`config.mk`:
```
export PLATFORM = sky130hd
export DESIGN_NAME = history_reader
export DESIGN_NICKNAME = d
export VERILOG_FILES = /design/src/rtl/history_reader_pkg.sv /design/src/rtl/history_rd_fifo.sv /design/src/rtl/history_reader.sv
export SDC_FILE = /design/constraint.sdc
export NUM_CORES = 1
export LEC_CHECK = 0
export BUFFER_PORTS_ARGS = -buffer_cell sky130_fd_sc_hd__buf_2
export CAP_MARGIN = 5
export CELL_PAD_IN_SITES_DETAIL_PLACEMENT = 0
export CELL_PAD_IN_SITES_GLOBAL_PLACEMENT = 1
export CORE_ASPECT_RATIO = 2
export CORE_UTILIZATION = 40
export DETAILED_ROUTE_END_ITERATION = 16
export PLACE_DENSITY_LB_ADDON = 0.1
export SYNTH_ARGS = -nofsm -noshare
export SYNTH_HDL_FRONTEND = slang
export SYNTH_SLANG_ARGS = --single-unit
```
`constraint.sdc`:
```
create_clock -name lnk_clk -period 4 [get_ports lnk_clk]
set_input_delay 0.4 -clock lnk_clk [delete_from_list [all_inputs] [get_ports lnk_clk]]
set_output_delay 0.4 -clock lnk_clk [all_outputs]
set_load 0.01 [all_outputs]
```
`src/rtl/history_reader_pkg.sv`:
```
// Shared widths, region bases, FSM encoding and the FIFO entry type for the
// history dump reader.
package history_reader_pkg;

    localparam int HIST_ADDR_W = 9;
    localparam int HIST_DATA_W = 36;
    localparam int CNT_W       = 10;

    localparam logic [0:HIST_ADDR_W-1] IREQ_BASE  = 9'd0;
    localparam logic [0:HIST_ADDR_W-1] IRESP_BASE = 9'd256;

    typedef enum logic [1:0] {
        ST_IDLE  = 2'd0,
        ST_RUN   = 2'd1,
        ST_DRAIN = 2'd2
    } state_t;

    typedef struct packed {
        logic [0:HIST_DATA_W-1] data;
        logic [0:HIST_ADDR_W-1] addr;
        logic                   last;
    } hist_entry_t;

endpackage

```
`src/rtl/history_rd_fifo.sv`:
```
// Two-entry output FIFO holding BRAM read data tagged with its address and
// last flag; the head stays put until popped.
module history_rd_fifo
    import history_reader_pkg::*;
(
    input  logic        clk,
    input  logic        rst,
    input  logic        flush,
    input  logic        push,
    input  hist_entry_t push_entry,
    input  logic        pop,
    output hist_entry_t head,
    output logic [1:0]  count
);

    hist_entry_t mem [2];
    logic        wr_ptr;
    logic        rd_ptr;

    always_ff @(posedge clk or posedge rst) begin
        if (rst) begin
            mem[0] <= '0;
            mem[1] <= '0;
            wr_ptr <= 1'b0;
            rd_ptr <= 1'b0;
            count  <= 2'd0;
        end else if (flush) begin
            wr_ptr <= 1'b0;
            rd_ptr <= 1'b0;
            count  <= 2'd0;
        end else begin
            if (push) begin
                mem[wr_ptr] <= push_entry;
                wr_ptr      <= ~wr_ptr;
            end
            if (pop) begin
                rd_ptr <= ~rd_ptr;
            end
            count <= count + {1'b0, push} - {1'b0, pop};
        end
    end

    assign head = mem[rd_ptr];

endmodule

```
`src/rtl/history_reader.sv`:
```
// Reads dump_count consecutive history BRAM entries from dump_addr (wrapping)
// and presents them on a ready/valid stream, with abort and null-dump support.
module history_reader
    import history_reader_pkg::*;
#(
    parameter int TCQ = 100
) (
    input  logic                   lnk_clk,
    input  logic                   lnk_reset,
    input  logic                   dump_start,
    input  logic [0:HIST_ADDR_W-1] dump_addr,
    input  logic [0:CNT_W-1]       dump_count,
    input  logic                   dump_abort,
    output logic                   hist_rd_en,
    output logic [0:HIST_ADDR_W-1] hist_rd_addr,
    input  logic [0:HIST_DATA_W-1] hist_dout,
    output logic [0:HIST_DATA_W-1] out_data,
    output logic [0:HIST_ADDR_W-1] out_addr,
    output logic                   out_valid,
    input  logic                   out_ready,
    output logic                   out_last,
    output logic                   dump_busy,
    output logic                   dump_done
);

    state_t                 state;
    logic [0:HIST_ADDR_W-1] rd_addr;
    logic [0:CNT_W-1]       remaining;
    logic                   vld_p1;
    logic [0:HIST_ADDR_W-1] addr_p1;
    logic                   last_p1;
    logic [1:0]             fifo_count;
    hist_entry_t            head;
    hist_entry_t            push_entry;
    logic                   abort;
    logic                   pop;
    logic                   issue;
    logic [2:0]             credit;

    assign abort  = dump_abort && (state != ST_IDLE);
    assign pop    = out_valid && out_ready && !abort;
    assign credit = {1'b0, fifo_count} + {2'b00, vld_p1};
    // A same-cycle pop frees a slot, which is what lets the reader keep up at full rate.
    assign issue  = (state == ST_RUN) && !abort &&
                    ((credit < 3'd2) || ((credit == 3'd2) && pop));

    assign hist_rd_en   = issue;
    assign hist_rd_addr = rd_addr;
    assign dump_busy    = (state != ST_IDLE);

    always_ff @(posedge lnk_clk or posedge lnk_reset) begin
        if (lnk_reset) begin
            state     <= ST_IDLE;
            rd_addr   <= '0;
            remaining <= '0;
            vld_p1    <= 1'b0;
            dump_done <= 1'b0;
        end else begin
            dump_done <= 1'b0;
            vld_p1    <= issue;
            case (state)
                ST_IDLE: begin
                    if (dump_start) begin
                        if (dump_count == '0) begin
                            dump_done <= 1'b1;
                        end else begin
                            state     <= ST_RUN;
                            rd_addr   <= dump_addr;
                            remaining <= dump_count;
                        end
                    end
                end
                ST_RUN: begin
                    if (abort) begin
                        state     <= ST_IDLE;
                        dump_done <= 1'b1;
                    end else if (issue) begin
                        rd_addr   <= rd_addr + 9'd1;
                        remaining <= remaining - 10'd1;
                        if (remaining == 10'd1) begin
                            state <= ST_DRAIN;
                        end
                    end
                end
                ST_DRAIN: begin
                    if (abort || (pop && head.last)) begin
                        state     <= ST_IDLE;
                        dump_done <= 1'b1;
                    end
                end
                default: state <= ST_IDLE;
            endcase
        end
    end

    // Stage p1: tag of the read whose data is on hist_dout this cycle
    always_ff @(posedge lnk_clk) begin
        if (issue) begin
            addr_p1 <= rd_addr;
            last_p1 <= (remaining == 10'd1);
        end
    end

    assign push_entry = '{data: hist_dout, addr: addr_p1, last: last_p1};

    history_rd_fifo u_fifo (
        .clk        (lnk_clk),
        .rst        (lnk_reset),
        .flush      (abort),
        .push       (vld_p1 && !abort),
        .push_entry (push_entry),
        .pop        (pop),
        .head       (head),
        .count      (fifo_count)
    );

    assign out_valid = (fifo_count != 2'd0);
    assign out_data  = head.data;
    assign out_addr  = head.addr;
    assign out_last  = head.last;

endmodule

```
==> flow_summary.ini, run 1 <==
[synthesis]
ys_types = 62
yosysWarnings = 0
synth-seq-cells = 129
synth_ff_type = dfrtp_1
synthTopCellsByCount = dfrtp_1 (119), mux2_2 (98), mux2_4 (40)
syn_avg_cell_area_sq_um = 13.6
ys_seq_area_share_pct = 51.5
synth_top_area_share_pct = 46.7
syn_inst = 468
yosys.area.top_type = dfrtp_1
synth_edf_count = 10
synth.area.top_cells = dfrtp_1 (47%), mux2_2 (17%), mux2_4 (9.4%), edfxtp_1 (4.7%), buf_6 (1.6%)
postSynth.asyncResetShare_pct = 92.2
synth.most_common_cell = dfrtp_1
synth_area_sq_um = 6370
synth_fp_nets = 536

[critical_path]
end_kind = output port
crit_arrival_ps = 2970
cp-start-kind = flip-flop
cp.required_ps = 3600
path_class = flip-flop to output port
cp_max_fo = 16

[global_routing]
grt_max_degree = 62
grt_pass1_wl_um = 23600
grt_overflow_total = 0
grt_pass1_vias = 4514
grt_usage_pct = 18.5
antenna_found_initial = 0

[sta]
slew_viol_final = 0
post-route-period-util_pct = 84.2
skew_ps = 7.56
finalHoldViolations = 0
tightest_slew_ps = 1020
setup_viol = 0
setup_tns_ps = 0
clock.fmax_mhz = 297
fin_ws_ps = 634
min_period_ps = 3370
rsz0062_at_grt = no
slew_headroom_pct = 31.4

[floorplan]
core_area_sq_um = 15500
die_height_um = 180
row_count = 64
dieArea_sq_um = 16500
start_util_pct = 41.2
die_x_um = 91.2
ios = 119

[finish]
utilization_pct = 49.6
diodes = 0
area_growth_pct = 20.4
fin_nets = 647
layout-drive-gt1-share_pct = 52.7

[pwr]
cellPowerDensity_nw_per_um2 = 831
worst_ir_drop_vdd_mv = 0.296
combinationalPowerShare_pct = 37.2
intPower_mw = 4.28
leakagePower_nw = 3.54
p_sw_mw = 2.09
p_seq_share_pct = 37.8
power.clock.fraction_pct = 25.0
swShare_pct = 32.7

[drt]
wl_um = 14300
wire_per_inst_um = 18.2
drt-vias-per-instance = 5.34
first_pass_iters = 4
remaining_drc_errors = 0
via_count = 4219
drt-initial-drc-count = 138
antenna_left = 0

[placement]
gp_congestion = 0.786
io_buffers = 118
dp_hpwl_um = 9740
pre_cts_slack_ps = 956

[clocking]
clk_latency_ps = 410
numCtsBuffers = 17
post_cts_resized = 0
cts.sink_count = 129
clockRootBuffer = clkbuf_16
cts_tree = yes
post_cts_buffers = 0
cts_max_path_buffers = 2
hold_buffers = 0
htree_levels = 4
clkTransAtPathRegs_ps = 60

[job]
maxCapViolCount = 0

[run_status]
status = finished, final reports clean

[min_path]
hold_path.class = input port to async pin
-- worst max-delay path: stages (launching register included) --
cell	delay, ps
dfrtp_1	420
ha_1	200
inv_1	50
ha_1	280
nor4b_4	230
a21oi_2	260
nor2_1	840
buf_2	290
-- per-layer routing --
metal	part of all wire [%]	global-route usage (%)	vias up
li1	-	-	1954
met3	3.9	4.68	15
met5	0	0	-
met1	39	20.4	2142
met2	54	33.5	108
met4	2.3	6.98	0
-- registers in the layout, indices dropped and copies added (netlist names) --
register	count
addr_p1	9
dump_done	1
hist_rd_addr	9
last_p1	1
remaining	10
state	2
u_fifo.count	2
u_fifo.mem	92
u_fifo.rd_ptr	1
u_fifo.wr_ptr	1
vld_p1	1
-- cells in the final DEF, fill, tap and decap left out, drive strengths merged, types with 2 or more instances in the layout --
cell	instances
buf	123
nor2	15
xnor2	4
nor3	5
mux2	138
a22oi	5
and2	3
dfrtp	119
and4	2
or4	2
bufinv	3
o211ai	9
nand2b	3
a32oi	2
o22ai	3
clkbuf	18
a21oi	5
nand2	13
edfxtp	10
inv	19
clkinvlp	4
ha	8
nor4b	2
a21o	3
a211oi	3
a31o	2
a211o	2
nand4	2
o221ai	7
nand3	6
a31oi	2
o311ai	3
nor2b	2
or2	4
a221oi	3
o21ai	12
o21ba	2
nor4	8
mux2i	4
-- area by class of cell --
type / count / area (sq um)
fill: 1410 / 7790
sequential: 129 / 3280
multi-input combinational: 295 / 2840
timing repair buffer: 123 / 641
clock buffer: 18 / 429
tap: 198 / 248
clock inverter: 14 / 178
inverter: 13 / 51.3
-- kinds of logic after synthesis --
kind of cell    Yosys count  share of synthesized area [%]
simple gates             70                           6.48
mux                     142                           27.4
fa+ha+maj                 8                           1.57
xor+xnor                  4                          0.550
flops                   129                           51.5
compound gates           71                           8.60
buf+inv                  44                           3.95
-- through the flow --
| step | hold slack (ps) | cell area [sq um] | power (mW) | std cells |
|---|---|---|---|---|
| after global routing | 198 | 7670 | 6.79 | 790 |
| final | 141 | 7670 | 6.37 | 790 |
| after detailed placement | 487 | 7060 | 4.83 | 758 |
| after CTS | 160 | 7670 | 6.47 | 790 |
| after global placement | 481 | 7060 | 4.76 | 758 |
| after floorplan | 474 | 6370 | 4.05 | 468 |
-- power groups by stage --
stage	Sequential, mW	Clock, mW	Combinational [mW]
final	2.41	1.59	2.37
after CTS	2.41	1.64	2.42
after detailed placement	2.43	0	2.40
after floorplan	2.25	0	1.80
after global routing	2.50	1.70	2.59
after global placement	2.39	0	2.37
-- path summary, 6_finish.rpt --
check | startpoint | endpoint | slack (ps) | cells after the start
setup reg to reg | vld_p1 | addr_p1[3] | 1340 | 6
hold reg to reg | u_fifo.mem[52] | u_fifo.mem[52] | 500 | 1
hold / removal | lnk_reset | u_fifo.mem[78] | 140 | 2
max in group asynchronous | lnk_reset | u_fifo.mem[3] | 3060 | 3
min in group lnk_clk | hist_dout[5] | u_fifo.mem[86] | 240 | 2
setup / recovery | vld_p1 | hist_rd_en | 630 | 7
No activity file was read; power rests on OpenSTA's default activity.
==> run 2: changes to the inputs <==
==> constraint.sdc (replaced) <==
create_clock -name lnk_clk -period 3.2 [get_ports lnk_clk]
set_input_delay 0.32 -clock lnk_clk [delete_from_list [all_inputs] [get_ports lnk_clk]]
set_output_delay 0.32 -clock lnk_clk [all_outputs]
set_load 0.01 [all_outputs]
==> flow_summary.ini, run 2 (synthesized netlist as in run 1, its figures left out) <==
[run_status]
status = finished, final reports clean

[sta]
setup_tns_ps = 0
slew_viol_final = 0
post-route-period-util_pct = 89.1
slew_headroom_pct = 40.1
fin_ws_ps = 350
finalHoldViolations = 0
min_period_ps = 2850
tightest_slew_ps = 897
clock.fmax_mhz = 351
skew_ps = 10.4
setup_viol = 0
rsz0062_at_grt = no

[global_routing]
grt_pass1_wl_um = 24500
grt_usage_pct = 19.1
antenna_found_initial = 0
grt_max_degree = 49
grt_pass1_vias = 4679
grt_overflow_total = 0

[drt]
top_layer = met4
via_count = 4298
remaining_drc_errors = 0
wl_met1_um = 5700
drt-vias-per-instance = 5.37
drt-initial-drc-count = 152
wire_per_inst_um = 18.6
wl_met3_um = 505
antenna_left = 0
wl_met2_um = 8200
first_pass_iters = 5
wl_um = 14800

[critical_path]
cp_max_fo = 16
reg2reg_to = hist_rd_addr[3]
crit_arrival_ps = 2530
cp-start-kind = flip-flop
r2r_cells = 7
end_kind = output port
path_class = flip-flop to output port
rrSetupSlack_ps = 770
r2r_start = vld_p1
cp.required_ps = 2880

[placement]
dp_hpwl_um = 10400
io_buffers = 118
pre_cts_slack_ps = 770
dp.cells = 768
gp_congestion = 0.822

[floorplan]
ios = 119
core_area_sq_um = 15500
start_util_pct = 41.2
die_x_um = 91.2
die_height_um = 180
row_count = 64
dieArea_sq_um = 16500

[finish]
utilization_pct = 50.0
largest_reg_flops = 92
most-common-layout-cells = dfrtp_1 (118), buf_2 (118), mux2_2 (98)
diodes = 0
fin_cells = 800
fin_nets = 657
regMostFlops = u_fifo.mem
layout-drive-gt1-share_pct = 53.2
top_regs = u_fifo.mem x92, remaining x10
area_growth_pct = 21.3

[min_path]
hold_path.class = input port to async pin

[pwr]
leakagePower_nw = 3.57
totalPowerFinal_mw = 7.91
cellPowerDensity_nw_per_um2 = 1020
worst_ir_drop_vdd_mv = 0.388

[clocking]
clkTransAtPathRegs_ps = 60
numCtsBuffers = 17
cts.sink_count = 129
cts_max_path_buffers = 2
post_cts_resized = 0
htree_levels = 4
clockRootBuffer = clkbuf_16
cts_tree = yes
clk_latency_ps = 410
hold_buffers = 0
post_cts_buffers = 0

[job]
maxCapViolCount = 0
[run 2: cell count changes in the layout (fill, tap and decap cells not counted), sizes merged]
cell      before  now
buf          123  133
bufinv         3    2
clkbuf        18   22
clkinv         1    4
clkinvlp       4    5
inv           19   12
[run 2: metrics by stage]
| stage | hold slack (ps) | area, sq um |
|---|---|---|
| 2_1_floorplan | 460 | 6370 |
| 3_3_place_gp | 481 | 7150 |
| 3_5_place_dp | 490 | 7150 |
| 4_1_cts | 119 | 7720 |
| 5_1_grt | 143 | 7720 |
| 6_report | 97.4 | 7720 |
[run 2: worst max-delay path by stage]
stage / start / to / slack [ps] / cells after the start
floorplan: vld_p1 / addr_p1[0] / 780 / 7
global placement: vld_p1 / hist_rd_addr[3] / 830 / 7
detailed placement: vld_p1 / hist_rd_addr[3] / 770 / 7
CTS: vld_p1 / hist_rd_en / 340 / 7
global route: vld_p1 / hist_rd_en / 220 / 7
finish: vld_p1 / hist_rd_en / 350 / 7
[run 2: power by group]
group	internal [mW]	leakage (nW)	switching, mW
sequential	2.43	1.52	0.547
clock	1.18	0.272	0.697
combinational	1.72	1.77	1.34
[run 2: worst max-delay path: stages, from the launching register on]
cell and delay (ps):
dfrtp_1 420, ha_1 240, inv_1 60, ha_1 230, nor4b_4 140, a21oi_2 620
nor2_1 190, buf_2 200
[run 2: final cells by class]
cell class | instances | area, sq um
Clock buffer | 22 | 464
Clock inverter | 10 | 110
Fill cell | 1390 | 7730
Inverter | 13 | 52.6
Multi-Input combinational cell | 295 | 2840
Sequential cell | 129 | 3280
Tap cell | 198 | 248
Timing Repair Buffer | 133 | 728
[run 2: routing by layer]
metal	global-route usage (%)	vias up
li1	-	1975
met5	0	-
met4	9.40	0
met2	35.0	116
met1	20.8	2181
met3	3.59	26
==> run 3: changes to the inputs <==
--- a/config.mk
+++ b/config.mk
@@ -12,7 +12,7 @@
 export CORE_ASPECT_RATIO = 2
 export CORE_UTILIZATION = 40
 export DETAILED_ROUTE_END_ITERATION = 16
-export PLACE_DENSITY_LB_ADDON = 0.1
+export PLACE_DENSITY = 0.72
 export SYNTH_ARGS = -nofsm -noshare
 export SYNTH_HDL_FRONTEND = slang
 export SYNTH_SLANG_ARGS = --single-unit
==> flow_summary.ini, run 3 (synthesized netlist as in run 1, its figures left out) <==
[finish]
regMostFlops = u_fifo.mem
nFillCells = 1366
diodes = 0
largest_reg_flops = 92
layout-drive-gt1-share_pct = 52.8
area_growth_pct = 21.4
fin_nets = 654
top_regs = u_fifo.mem x92, remaining x10
utilization_pct = 50.0
most-common-layout-cells = dfrtp_1 (118), buf_2 (118), mux2_2 (98)

[global_routing]
grt_pass1_vias = 4620
grt_usage_pct = 18.4
antenna_found_initial = 0
grt_max_degree = 120
grt_pass1_wl_um = 23400
grt_overflow_total = 0

[floorplan]
start_util_pct = 41.2
dieArea_sq_um = 16500
ios = 119
die_x_um = 91.2
row_count = 64
core_area_sq_um = 15500
die_height_um = 180

[drt]
wire_per_inst_um = 17.9
first_pass_iters = 4
remaining_drc_errors = 0
wl_um = 14200
via_count = 4258
antenna_left = 0
drt-vias-per-instance = 5.36
drt-initial-drc-count = 156

[placement]
gp_congestion = 0.875
io_buffers = 118
dp_hpwl_um = 9890

[sta]
skew_ps = 9.33
slew_headroom_pct = 44.9
setup_viol = 0
clock.fmax_mhz = 350
min_period_ps = 2860
finalHoldViolations = 0
setup_tns_ps = 0
post-route-period-util_pct = 89.3
rsz0062_at_grt = no
tightest_slew_ps = 826
slew_viol_final = 0

[critical_path]
end_kind = output port
crit_arrival_ps = 2540
cp-start-kind = flip-flop
cp.required_ps = 2880
cp_max_fo = 16
path_class = flip-flop to output port

[pwr]
worst_ir_drop_vdd_mv = 0.366
leakagePower_nw = 3.58
cellPowerDensity_nw_per_um2 = 1030

[clocking]
htree_levels = 4
cts_tree = yes
clk_latency_ps = 420
clkTransAtPathRegs_ps = 50
post_cts_buffers = 0
hold_buffers = 0
cts.sink_count = 129
clockRootBuffer = clkbuf_16
cts_max_path_buffers = 2
numCtsBuffers = 17
post_cts_resized = 0

[run_status]
status = finished, final reports clean

[job]
maxCapViolCount = 0

[min_path]
hold_path.class = input port to async pin
## run 3: layout make-up
cell class                      count  area, sq um  share of cell area, %
Clock inverter                      6          105                   1.36
Sequential cell                   129         3280                   42.4
Inverter                           13         52.6                  0.679
Tap cell                          198          248                   3.20
Multi-Input combinational cell    295         2840                   36.7
Clock buffer                       24          492                   6.36
Timing Repair Buffer              130          718                   9.29
## run 3: critical path, stage by stage (launching register included)
cell	delay (ps)
dfrtp_1	430
ha_1	240
inv_1	60
ha_1	230
nor4b_4	140
a21oi_2	590
nor2_1	220
buf_2	210
## run 3: worst paths after layout
| check | from | end | slack [ps] | depth (start not counted) |
|---|---|---|---|---|
| worst max-delay path | vld_p1 | hist_rd_en | 340 | 7 |
| worst min register to register | u_fifo.mem[29] | u_fifo.mem[29] | 500 | 1 |
| min in group lnk_clk | hist_dout[1] | u_fifo.mem[90] | 150 | 2 |
| worst min-delay path | lnk_reset | u_fifo.mem[13] | 50 | 3 |
| worst max register to register | vld_p1 | addr_p1[3] | 780 | 7 |
| max in group asynchronous | lnk_reset | u_fifo.rd_ptr | 2570 | 3 |
## run 3: routing by layer
metal,global-route usage (%),vias up,share of wire [%]
li1,-,1964,-
met1,20.1,2160,39
met2,33.1,111,55
met3,4.22,23,3.8
met4,8.95,0,2.1
met5,0,-,0
## run 3: power by group
part	switching [mW]	total, mW	internal (mW)
clock network	0.663	1.96	1.29
logic	1.32	3.04	1.73
registers	0.559	2.99	2.43
## run 3: per-stage QoR
step / worst slack (ps) / hold slack [ps] / total power, mW / instance area, sq um / cells
6_report: 342 / 54.1 / 7.99 / 7730 / 795
2_1_floorplan: 783 / 460 / 5.07 / 6370 / 468
4_1_cts: 331 / 115 / 8.10 / 7730 / 795
3_5_place_dp: 797 / 487 / 6.09 / 7140 / 765
5_1_grt: 174 / 138 / 8.49 / 7730 / 795
3_3_place_gp: 837 / 481 / 5.98 / 7140 / 765
